--- src/rtl/pipe_stage_reg.sv ---
// Pipeline stage register with valid/ready handshake, synchronous flush and an
// optional second (skid) entry that keeps out_ready off the in_ready path.
//
// state    | meaning
// ST_EMPTY | nothing held, out_valid=0
// ST_ONE   | one entry in r_main, presented downstream
// ST_TWO   | r_main presented, r_skid queued behind it (SKID=1 only), in_ready=0
module pipe_stage_reg #(
    parameter int unsigned      WIDTH     = 20,
    parameter bit               SKID      = 1'b1,
    parameter logic [WIDTH-1:0] RESET_VAL = '0
) (
    input  logic             clk,
    input  logic             reset_n,
    input  logic             flush,
    input  logic             in_valid,
    output logic             in_ready,
    input  logic [WIDTH-1:0] in_data,
    output logic             out_valid,
    input  logic             out_ready,
    output logic [WIDTH-1:0] out_data,
    output logic [1:0]       occupancy
);

    typedef enum logic [1:0] {
        ST_EMPTY = 2'd0,
        ST_ONE   = 2'd1,
        ST_TWO   = 2'd2
    } state_t;

    state_t           r_state;
    logic [WIDTH-1:0] r_main;
    logic [WIDTH-1:0] r_skid;
    logic             r_out_valid;
    logic [1:0]       r_occ;
    logic             r_in_ready;

    logic             w_in_ready;
    logic             w_in_fire;
    logic             w_out_fire;

    // Without the skid entry the stage can only accept when its single slot drains this cycle.
    assign w_in_ready = SKID ? r_in_ready : (out_ready | ~r_out_valid);
    assign w_in_fire  = in_valid & w_in_ready;
    assign w_out_fire = r_out_valid & out_ready;

    assign in_ready   = w_in_ready;
    assign out_valid  = r_out_valid;
    assign out_data   = r_main;
    assign occupancy  = r_occ;

    always_ff @(posedge clk or negedge reset_n) begin
        if (!reset_n) begin
            r_state     <= ST_EMPTY;
            r_main      <= RESET_VAL;
            r_skid      <= '0;
            r_out_valid <= 1'b0;
            r_occ       <= 2'd0;
            r_in_ready  <= 1'b1;
        end else if (flush) begin
            // Payload registers keep their last value; they are ignored while out_valid=0.
            r_state     <= ST_EMPTY;
            r_out_valid <= 1'b0;
            r_occ       <= 2'd0;
            r_in_ready  <= 1'b1;
        end else begin
            case (r_state)
                ST_EMPTY: begin
                    if (w_in_fire) begin
                        r_state     <= ST_ONE;
                        r_main      <= in_data;
                        r_out_valid <= 1'b1;
                        r_occ       <= 2'd1;
                        r_in_ready  <= 1'b1;
                    end
                end
                ST_ONE: begin
                    if (w_in_fire && w_out_fire) begin
                        r_main      <= in_data;
                    end else if (SKID && w_in_fire) begin
                        r_state     <= ST_TWO;
                        r_skid      <= in_data;
                        r_occ       <= 2'd2;
                        r_in_ready  <= 1'b0;
                    end else if (w_out_fire) begin
                        r_state     <= ST_EMPTY;
                        r_out_valid <= 1'b0;
                        r_occ       <= 2'd0;
                        r_in_ready  <= 1'b1;
                    end
                end
                ST_TWO: begin
                    if (w_out_fire) begin
                        r_state     <= ST_ONE;
                        r_main      <= r_skid;
                        r_occ       <= 2'd1;
                        r_in_ready  <= 1'b1;
                    end
                end
                default: begin
                    r_state     <= ST_EMPTY;
                    r_out_valid <= 1'b0;
                    r_occ       <= 2'd0;
                    r_in_ready  <= 1'b1;
                end
            endcase
        end
    end

endmodule
--- config.mk ---
export PLATFORM = sky130hd
export DESIGN_NAME = pipe_stage_reg
export DESIGN_NICKNAME = d
export VERILOG_FILES = /design/src/rtl/pipe_stage_reg.sv
export SDC_FILE = /design/constraint.sdc
export NUM_CORES = 1
export LEC_CHECK = 0
export BUFFER_PORTS_ARGS = -buffer_cell sky130_fd_sc_hd__clkbuf_2
export CORE_ASPECT_RATIO = 0.7
export CORE_UTILIZATION = 50
export DETAILED_ROUTE_END_ITERATION = 7
export GPL_TIMING_DRIVEN = 0
export HOLD_SLACK_MARGIN = 0.1
export PLACE_DENSITY = 0.85
export SLEW_MARGIN = 30
export SYNTH_ARGS = -nofsm -noshare
export SYNTH_HDL_FRONTEND = slang
export SYNTH_SLANG_ARGS = --single-unit
--- constraint.sdc ---
create_clock -name clk -period 2.1 [get_ports clk]
set_input_delay 0.42 -clock clk [delete_from_list [all_inputs] [get_ports clk]]
set_output_delay 0.42 -clock clk [all_outputs]
set_load 0.01 [all_outputs]
* Word level (Yosys, flattened, before mapping) *
Index checks and enable logic that the tools add are counted.

cells by class
  equal/unequal tests = 12
  reductions and logical operators = 8
  multiplexer cells = 22
  bitwise logic cells = 4

operators by type and width
  kind                                                                   number
  20-bit two-way mux                                                     3
  20-bit case mux with 3 select lines                                    1
  3-bit inequality test, second input constant                           5
  2-bit two-way mux                                                      6
  5-bit AND reduction                                                    2
  1-bit two-way mux                                                      9
  2-bit inequality test, second input constant                           4
  4-bit AND reduction                                                    2
  1-bit case mux with 3 select lines                                     2
  2-bit case mux with 3 select lines                                     1
  4-bit inequality test, second input constant                           1
  3-bit nonzero test                                                     1
  1-bit bitwise AND                                                      2
  2-bit by 1-bit equality test with 1-bit output, second input constant  1
  2-bit equality test, second input constant                             1
  2-bit zero test                                                        1
  1-bit NOT                                                              2
  2-bit AND reduction                                                    1
  1-bit logical AND                                                      1

word-level totals
  output and inout bits = 24
  flip-flop bits (word level) = 44
  logic and storage cells = 51

* Longest topological paths before layout *
Gate-level depths: netlist of the first run.

  depth after elaboration = 6
  mapped depth = 8
  depth with buffers taken out = 6

* Least setup slack after synthesis of the first run *
Ideal clock, no wire load.

  kind = register -> register
  from = register, netlist name occupancy[1]
  to = register r_skid[14]
  cell stages (with the launch flop) = 7
  arrival = 1.634 ns
  path buffers = 1
  required time = 1.972 ns
  path slack = 0.339 ns
  cell sequence = dfrtp_1 > inv_1 > ha_1 > nor3b_1 > nand2b_1 > buf_2 > mux2_1

RTL lines
  what                  line  RTL
  to (signal assigned)  82    r_skid <= in_data;
  to (decl)             33    logic [WIDTH-1:0] r_skid;

==> results.json, run 1 <==
{
  "timing.critical_path.from_type": "register",
  "port-buffer-count": 48,
  "fmax_mhz": 511,
  "clk_path_buf_depth": 2,
  "required_ps": 2270,
  "min-delay-path-class": "in -> async",
  "ctsHoldBuffers": 0,
  "postRouteAntennaNets": 0,
  "asyncSetResetFlopFracSynth_pct": 100,
  "worst_path_maximum_fanout": 10,
  "met3_usage_pct": 5.57,
  "grt_max_degree": 45,
  "synthToLayoutAreaGrowth_pct": 18.5,
  "synthesis.yosys.warnings": 0,
  "grt_usage_pct": 18.9,
  "gr-max-usage-layer": "met2",
  "number_of_buffers_created_by_cts": 5,
  "synth_fp_nets": 194,
  "status": "finished clean",
  "end_kind": "register",
  "antenna_cells_inserted": 0,
  "drt-initial-drc-count": 37,
  "drt-total-wl_um": 3810,
  "met2_usage_pct": 28.2,
  "die_area_sq_um": 4450,
  "worstMarginPinSlew_ps": 578,
  "post_drt_wl_per_cell_um": 14.0,
  "via_per_inst": 5.27,
  "design_area_sq_um": 2480,
  "area_of_the_mapped_netlist_sq_um": 2090,
  "ys_top_cells_by_area": "dfrtp_1 51%, mux2i_1 11%, mux2_2 10%",
  "numClockSinks": 44,
  "timing.final.max_slew_violations": 0,
  "primary_flip_flop_cell_chosen_by_synthesis_mapping": "dfrtp_1",
  "drc": 0,
  "dp_hpwl_um": 2830,
  "post-synth-top-count-cell": "dfrtp_1",
  "fillerInstances": 326,
  "maxCapViolCount": 0,
  "htree_levels": 2,
  "fp.dieH_um": 56.1,
  "firstDrtPassIters": 4,
  "insertion_delay_ps": 280,
  "vias_in_the_first_global_route": 1348,
  "layout_min_cycle_time_ps": 1960,
  "power_leakage_nw": 1.10,
  "grt_remaining_overflow": 0,
  "tritoncts_clock_tree": "yes",
  "global_routing_usage_on_met1_pct": 26.9,
  "synth_cell_types": 30,
  "ioPinCount": 49,
  "portion_of_netlist_area_occupied_by_mux_cells_pct": 21.3,
  "fp.coreArea_sq_um": 3970,
  "setup_slack_ps": 142,
  "place_congestion": 0.851,
  "irDropWorstVdd_uv": 615,
  "final.period_utilization_pct": 93.2,
  "powerDensity_nw_per_um2": 1360,
  "synth_top_family_by_area": "multiplexers",
  "synth_sequential_area_ratio_pct": 52.8,
  "syn-instance-count": 165,
  "vias": 1433,
  "rsz_0062_raised_after_global_routing": "false",
  "placement.setup.worst_slack_ps": 99.2,
  "totalNegativeSetupSlack_ps": 0,
  "grt_antenna_before_repair": 0,
  "layout-drive-gt1-share_pct": 47.3,
  "initial_utilization_pct": 52.6,
  "final_net_count": 249,
  "crit_path_dat_ps": 2130,
  "ys_ff_latch": 44,
  "syn_avg_cell_area_sq_um": 12.7,
  "share_of_synthesized_cell_area_in_and_or_nand_and_nor_gates_pct": 6.83,
  "cts-root-buf": "clkbuf_8",
  "worst_reg_to_reg_setup_slack_ps": 140,
  "max-slew-margin-rel_pct": 61.5,
  "synth_common_cells": "43 x dfrtp_1, 22 x mux2i_1, 21 x nor2_1",
  "number_of_enable_type_register_cells_in_the_synthesized_netlist": 0,
  "timing.final.hold_violations": 0,
  "global_route_wire_length_before_repair_um": 6350,
  "post_synth_fa_ha_maj_area_fraction_pct": 2.40,
  "postCtsSetupBuffers": 0,
  "setup.worst_path.class": "reg -> reg",
  "fp-row-count": 19,
  "setup_violations": 0,
  "synth-compound-area-share_pct": 13.4,
  "die_x_um": 79.3,
  "clkTransAtPathRegs_ps": 80,
  "synth_xor_xnor_area_share_pct": 0,
  "post-synth-top-area-cell": "dfrtp_1",
  "share_of_the_synthesized_area_in_the_top_cell_type_pct": 51.5,
  "skew_ps": 4.12,
  "placedInstanceArea_sq_um": 2400
}
-- state kept, by name, summed over array words and instances (netlist names) --
name	count
out_valid	1
r_skid	20
out_data	20
in_ready	1
occupancy	2
-- cells in the final DEF (no fill, tap or decap), types with 2 or more instances in the layout --
cell type	n
inv_1	2
buf_6	2
clkbuf_8	5
clkbuf_2	48
buf_4	2
buf_2	4
dfrtp_1	43
mux2i_1	22
ha_1	4
o21ai_0	5
a21oi_2	20
a21boi_0	3
mux2_2	19
nor2_1	21
-- area by class of cell --
class | instances | area [sq um] | area share (%)
clock inverter | 1 | 5.00 | 0.202
multi-input combinational | 110 | 918 | 37.1
sequential | 44 | 1100 | 44.5
tap | 52 | 65.1 | 2.63
buffer | 9 | 62.6 | 2.53
clock buffer | 6 | 72.6 | 2.93
timing repair buffer | 48 | 243 | 9.80
inverter | 2 | 7.51 | 0.303
-- final timing paths --
kind | startpoint | to | cells after the start
worst min register to register | r_skid[14]$_DFFE_PN0P_ | r_skid[14]$_DFFE_PN0P_ | 1
worst max-delay path | occupancy[1]$_DFFE_PN0P_ | r_skid[14]$_DFFE_PN0P_ | 6
worst min-delay path | reset_n | out_data[15]$_DFFE_PN0P_ | 1
min in group clk | in_data[14] | r_skid[14]$_DFFE_PN0P_ | 2
max in group asynchronous | reset_n | in_ready$_DFFE_PN1P_ | 1
worst max register to register | occupancy[1]$_DFFE_PN0P_ | r_skid[14]$_DFFE_PN0P_ | 6
-- through the flow --
stage / hold WS, ps / instances / utilization [%] / power [mW]
after detailed placement: 486 / 265 / 60.4 / 2.93
after global routing: 193 / 272 / 62.4 / 3.62
after CTS: 173 / 272 / 62.3 / 3.42
after global placement: 475 / 265 / 60.3 / 2.85
after floorplan: 124 / 165 / - / 2.45
final: 151 / 272 / 62.4 / 3.37
-- layer usage --
layer	up-vias	routed length, um
met5	-	0
met4	0	38
met3	5	182
met2	36	1760
met1	700	1830
li1	692	-
-- cells by family after synthesis --
| logic type | Yosys count |
|---|---|
| simple gates | 31 |
| flops | 44 |
| buf+inv | 11 |
| fa+ha+maj | 4 |
| mux | 42 |
| compound gates | 33 |
-- critical path, stage by stage, from the launching register on --
cell	delay, ps
dfrtp_1	410
inv_1	130
ha_1	330
nor3b_1	330
nand2b_1	110
buf_2	210
mux2_1	330
-- report_power, final --
group | switching (mW) | internal [mW] | leakage (nW) | total [mW]
clock network | 0.258 | 0.226 | 0.0410 | 0.484
registers | 0.228 | 1.26 | 0.511 | 1.49
logic | 0.723 | 0.673 | 0.545 | 1.40
-- timing repair --
item / 4_1_cts / 5_1_grt
endpoints found under the hold margin: 0 / 0
gates resized for setup: 0 / 2
endpoints found under the setup margin: 0 / 7
(Power assumes the default switching activity.)
==> run 2, diff against run 1 <==
--- a/config.mk
+++ b/config.mk
@@ -7,6 +7,7 @@
 export LEC_CHECK = 0
 export BUFFER_PORTS_ARGS = -buffer_cell sky130_fd_sc_hd__clkbuf_2
 export CORE_ASPECT_RATIO = 0.7
+export CORE_MARGIN = 2
 export CORE_UTILIZATION = 50
 export DETAILED_ROUTE_END_ITERATION = 7
 export GPL_TIMING_DRIVEN = 0
==> run 2 against run 1 <==
Count of clock-buffer cells in the layout up 1; core utilization rose by 0.54 points; non-clock buffer count is the same; critical path type unchanged; routed wire length is 3.7% higher.
==> results.json, run 2 (synthesis results as in run 1) <==
{
  "die_x_um": 81.3,
  "synthToLayoutAreaGrowth_pct": 19.5,
  "critPathMaxStageDelay_ps": 410,
  "stdcell_count": 273,
  "setup_violations": 0,
  "via_per_inst": 5.20,
  "setup.worst_path.class": "reg -> reg",
  "antenna_cells_inserted": 0,
  "drt-total-wl_um": 3950,
  "post_drt_wl_per_cell_um": 14.5,
  "fillerInstances": 320,
  "crit_path_dat_ps": 2130,
  "worst_reg_to_reg_setup_slack_ps": 150,
  "max-slew-margin-rel_pct": 60.5,
  "vias_in_the_first_global_route": 1335,
  "postRouteAntennaNets": 0,
  "fp-row-count": 19,
  "power_leakage_nw": 1.10,
  "drc": 0,
  "grt_antenna_before_repair": 0,
  "cts-root-buf": "clkbuf_8",
  "htree_levels": 2,
  "initial_utilization_pct": 52.6,
  "ioPinCount": 49,
  "r2r-end": "out_data[2]$_DFFE_PN0P_",
  "drt-initial-drc-count": 57,
  "critical_path_buf_inv_count": 3,
  "die_area_sq_um": 4720,
  "skew_ps": 5.56,
  "powerDensity_nw_per_um2": 1370,
  "crit_slowest_cell": "dfrtp_1",
  "tritoncts_clock_tree": "yes",
  "rsz_0062_raised_after_global_routing": "false",
  "global_route_wire_length_before_repair_um": 6180,
  "grt_remaining_overflow": 0,
  "insertion_delay_ps": 300,
  "maxCapViolCount": 0,
  "totalNegativeSetupSlack_ps": 0,
  "status": "finished clean",
  "final_net_count": 249,
  "fmax_mhz": 513,
  "final.period_utilization_pct": 92.8,
  "critical-path-top-delay-family": "compound AO/OA/AOI/OAI gates",
  "timing.critical_path.cells": "inv_1, ha_1, buf_2, a21boi_0, a2111oi_4, buf_4, a21oi_2",
  "vias": 1419,
  "ff2ff_path_depth": 7,
  "grt_max_degree": 45,
  "firstDrtPassIters": 4,
  "clkTransAtPathRegs_ps": 80,
  "post_placement_cell_count": 265,
  "timing.final.max_slew_violations": 0,
  "worst_path_maximum_fanout": 10,
  "timing.final.hold_violations": 0,
  "place_congestion": 0.919,
  "min-delay-path-class": "in -> async",
  "dp_hpwl_um": 2760,
  "irDropWorstVdd_uv": 818,
  "timing.critical_path.from_type": "register",
  "fp.coreArea_sq_um": 3970,
  "port-buffer-count": 48,
  "ctsHoldBuffers": 0,
  "layout_commonest_cell": "clkbuf_2",
  "number_of_buffers_created_by_cts": 5,
  "worstMarginPinSlew_ps": 593,
  "required_ps": 2280,
  "numClockSinks": 44,
  "end_kind": "register",
  "fp.dieH_um": 58.1,
  "clk_path_buf_depth": 2,
  "reg2reg_from": "occupancy[0]$_DFFE_PN0P_",
  "grt_usage_pct": 18.0,
  "most-common-layout-cells": "48 x clkbuf_2, 43 x dfrtp_1, 22 x mux2i_1, 21 x nor2_1, 20 x a21oi_2",
  "layout-drive-gt1-share_pct": 48.0,
  "layout_min_cycle_time_ps": 1950
}
[run 2: cell count changes in the layout (fill, tap and decap cells not counted)]
cell,previous run,this run
nor3b_2,0,1
clkbuf_8,5,6
clkinvlp_4,0,1
clkinv_2,1,0
nor3b_1,1,0
[run 2: worst max path at each step]
| stage | cells past startpoint | endpoint | start |
|---|---|---|---|
| 2_1_floorplan | 6 | r_skid[14]$_DFFE_PN0P_ | occupancy[1]$_DFFE_PN0P_ |
| 3_3_place_gp | 6 | r_skid[14]$_DFFE_PN0P_ | occupancy[1]$_DFFE_PN0P_ |
| 3_5_place_dp | 6 | out_data[11]$_DFFE_PN0P_ | occupancy[0]$_DFFE_PN0P_ |
| 4_1_cts | 6 | out_data[11]$_DFFE_PN0P_ | occupancy[0]$_DFFE_PN0P_ |
| 5_1_grt | 7 | out_data[12]$_DFFE_PN0P_ | occupancy[0]$_DFFE_PN0P_ |
| 6_report | 7 | out_data[2]$_DFFE_PN0P_ | occupancy[0]$_DFFE_PN0P_ |
[run 2: what timing repair did]
| action | 4_1_cts | 5_1_grt |
|---|---|---|
| endpoints found under the setup margin | 0 | 13 |
| gates resized for setup | 0 | 3 |
| setup buffers | 0 | 0 |
[run 2: routing by layer]
metal | global-route usage, % | vias to the layer above | share of wire, %
met2 | 28.7 | 39 | 48
met4 | 6.05 | 0 | 1.7
li1 | - | 686 | -
met5 | 0 | - | 0
met3 | 6.07 | 8 | 5.4
met1 | 23.3 | 686 | 45
[run 2: power breakdown]
group	internal, mW	switching, mW
sequential	1.26	0.231
combinational	0.673	0.716
clock	0.267	0.281
total	2.20	1.23
[run 2: through the flow]
step / util (%) / hold WS [ps] / power, mW / area [sq um] / setup slack (ps)
6_report: 62.9 / 136 / 3.43 / 2500 / 151
5_1_grt: 62.9 / 183 / 3.67 / 2500 / 28.8
4_1_cts: 62.7 / 166 / 3.46 / 2490 / 28.0
3_5_place_dp: 60.4 / 487 / 2.91 / 2400 / 50.1
3_3_place_gp: 60.3 / 476 / 2.84 / 2390 / 142
2_1_floorplan: - / 124 / 2.45 / 2090 / 339
[run 2: final cells by class]
cell class / instances / area [sq um] / share of cell area, %
clock buffer: 7 / 86.3 / 3.46
timing repair buffer: 48 / 243 / 9.72
buffer: 9 / 62.6 / 2.51
tap: 52 / 65.1 / 2.61
inverter: 2 / 7.51 / 0.301
clock inverter: 1 / 7.51 / 0.301
sequential: 44 / 1100 / 44.1
multi-input combinational: 110 / 923 / 37.0
==> run 3, diff against run 2 <==
--- a/config.mk
+++ b/config.mk
@@ -6,13 +6,15 @@
 export NUM_CORES = 1
 export LEC_CHECK = 0
 export BUFFER_PORTS_ARGS = -buffer_cell sky130_fd_sc_hd__clkbuf_2
+export CELL_PAD_IN_SITES_DETAIL_PLACEMENT = 0
+export CELL_PAD_IN_SITES_GLOBAL_PLACEMENT = 2
 export CORE_ASPECT_RATIO = 0.7
 export CORE_MARGIN = 2
-export CORE_UTILIZATION = 50
+export CORE_UTILIZATION = 35
 export DETAILED_ROUTE_END_ITERATION = 7
 export GPL_TIMING_DRIVEN = 0
 export HOLD_SLACK_MARGIN = 0.1
-export PLACE_DENSITY = 0.85
+export PLACE_DENSITY = 0.81
 export SLEW_MARGIN = 30
 export SYNTH_ARGS = -nofsm -noshare
 export SYNTH_HDL_FRONTEND = slang
==> run 3 against run 2 <==
Die area up 40%; clock skew is 0.65 ps lower; hold slack improved by 12 ps; sequential power about the same; register-to-register slack better by 40 ps; global-route usage decreased by 5.1 points; critical path type unchanged; clock power up 10%; final cell count is 7.7% higher; non-clock buffer count is the same; worst setup slack better by 36 ps; critical endpoint is now occupancy[0]$_DFFE_PN0P_; first-iteration DRC count is 21% higher.
==> results.json, run 3 (synthesis results as in run 1) <==
{
  "worst_reg_to_reg_setup_slack_ps": 190,
  "die_area_sq_um": 6610,
  "power.net_switching_mw": 1.19,
  "placement.setup.worst_slack_ps": 112,
  "timing.critical_path.from_type": "register",
  "clk_path_buf_depth": 2,
  "global_route_wire_length_before_repair_um": 6270,
  "drt-initial-drc-count": 69,
  "postCtsSetupBuffers": 0,
  "powerDensity_nw_per_um2": 1370,
  "numClockSinks": 44,
  "top_layer": "met4",
  "fp.coreArea_sq_um": 5760,
  "grt_usage_pct": 12.9,
  "timing.final.hold_violations": 0,
  "maxCapViolCount": 0,
  "grt_remaining_overflow": 0,
  "layout_commonest_cell": "clkbuf_2",
  "tritoncts_clock_tree": "yes",
  "status": "finished clean",
  "final.period_utilization_pct": 91.1,
  "number_of_buffers_created_by_cts": 5,
  "internal_power_mw": 2.28,
  "pwr-share-comb_pct": 39.8,
  "layout_min_cycle_time_ps": 1910,
  "fp-row-count": 23,
  "worstMarginPinSlew_ps": 609,
  "vias_in_the_first_global_route": 1255,
  "rsz_0062_raised_after_global_routing": "false",
  "r2r-end": "occupancy[0]$_DFFE_PN0P_",
  "firstDrtPassIters": 4,
  "totalNegativeSetupSlack_ps": 0,
  "synthToLayoutAreaGrowth_pct": 21.1,
  "vias": 1387,
  "most-common-layout-cells": "48 x clkbuf_2, 43 x dfrtp_1, 22 x mux2i_1, 21 x nor2_1, 20 x a21oi_2",
  "fmax_mhz": 523,
  "ff2ff_path_depth": 6,
  "wl_met3_um": 241,
  "max-slew-margin-rel_pct": 59.4,
  "post_cts_resize_count": 0,
  "power_leakage_nw": 1.11,
  "reg2reg_from": "occupancy[0]$_DFFE_PN0P_",
  "antenna_cells_inserted": 0,
  "clkPwrFrac_pct": 17.5,
  "cts-root-buf": "clkbuf_8",
  "end_kind": "register",
  "grt_max_degree": 45,
  "ctsHoldBuffers": 0,
  "swShare_pct": 34.3,
  "grt_antenna_before_repair": 0,
  "initial_utilization_pct": 36.3,
  "wl_met2_um": 1710,
  "htree_levels": 2,
  "drc": 0,
  "required_ps": 2310,
  "port-buffer-count": 48,
  "irDropWorstVdd_uv": 453,
  "layout-drive-gt1-share_pct": 47.9,
  "place_congestion": 0.799,
  "die_x_um": 96.4,
  "postRouteAntennaNets": 0,
  "post_drt_wl_per_cell_um": 13.7,
  "fp.dieH_um": 68.6,
  "drt-total-wl_um": 4040,
  "setup_violations": 0,
  "timing.final.max_slew_violations": 0,
  "skew_ps": 4.91,
  "final_net_count": 249,
  "via_per_inst": 4.72,
  "crit_path_dat_ps": 2120,
  "insertion_delay_ps": 290,
  "setup_slack_ps": 187,
  "worst_path_maximum_fanout": 4,
  "power.sequential.fraction_pct": 42.7,
  "dp_hpwl_um": 2880,
  "setup.worst_path.class": "reg -> reg",
  "ioPinCount": 49,
  "clkTransAtPathRegs_ps": 80,
  "route.layer.met1.wl_um": 2040,
  "min-delay-path-class": "in -> async"
}
run 3: metal layers:
metal / global-route usage (%) / vias to the layer above
met3: 3.91 / 5
met2: 17.4 / 33
li1: - / 690
met1: 19.1 / 659
met5: 0 / -
met4: 5.28 / 0
run 3: worst max path at each step:
stage	from	to	slack, ps	depth (start not counted)
4_1_cts	occupancy[0]$_DFFE_PN0P_	out_data[13]$_DFFE_PN0P_	100	6
5_1_grt	occupancy[0]$_DFFE_PN0P_	occupancy[0]$_DFFE_PN0P_	30	6
3_3_place_gp	occupancy[1]$_DFFE_PN0P_	r_skid[14]$_DFFE_PN0P_	100	6
6_report	occupancy[0]$_DFFE_PN0P_	occupancy[0]$_DFFE_PN0P_	190	6
2_1_floorplan	occupancy[1]$_DFFE_PN0P_	r_skid[14]$_DFFE_PN0P_	340	6
3_5_place_dp	occupancy[0]$_DFFE_PN0P_	out_data[13]$_DFFE_PN0P_	110	6
run 3: power by group through the flow:
stage / sequential, mW / clock [mW] / combinational [mW]
after floorplan: 1.57 / 0 / 0.886
after global placement: 1.49 / 0 / 1.39
after detailed placement: 1.50 / 0 / 1.41
after CTS: 1.49 / 0.631 / 1.41
after global routing: 1.54 / 0.673 / 1.53
final: 1.48 / 0.606 / 1.38
run 3: metrics by stage:
| stage | area [sq um] | util (%) | hold slack, ps | cells | power, mW |
|---|---|---|---|---|---|
| floorplan | 2090 | - | 124 | 165 | 2.45 |
| global placement | 2420 | 42.1 | 473 | 288 | 2.89 |
| detailed placement | 2430 | 42.2 | 485 | 288 | 2.91 |
| CTS | 2520 | 43.9 | 182 | 294 | 3.53 |
| global route | 2530 | 44.0 | 201 | 294 | 3.75 |
| finish | 2530 | 44.0 | 149 | 294 | 3.47 |
run 3: critical path, stage by stage (launching register included):
cell and delay, ps:
dfrtp_1 410, inv_1 110, ha_1 180, a21boi_0 460, nor2b_1 280, a221o_1 210
mux2i_1 200
run 3: cell type report:
class | instances | area [sq um]
multi-input cells | 110 | 923
fillers | 569 | 3220
repair buffers | 48 | 243
well taps | 75 | 93.8
inverters | 2 | 7.51
clock inverters | 1 | 30.0
clock buffers | 5 | 68.8
plain buffers | 9 | 62.6
flip-flops and latches | 44 | 1100
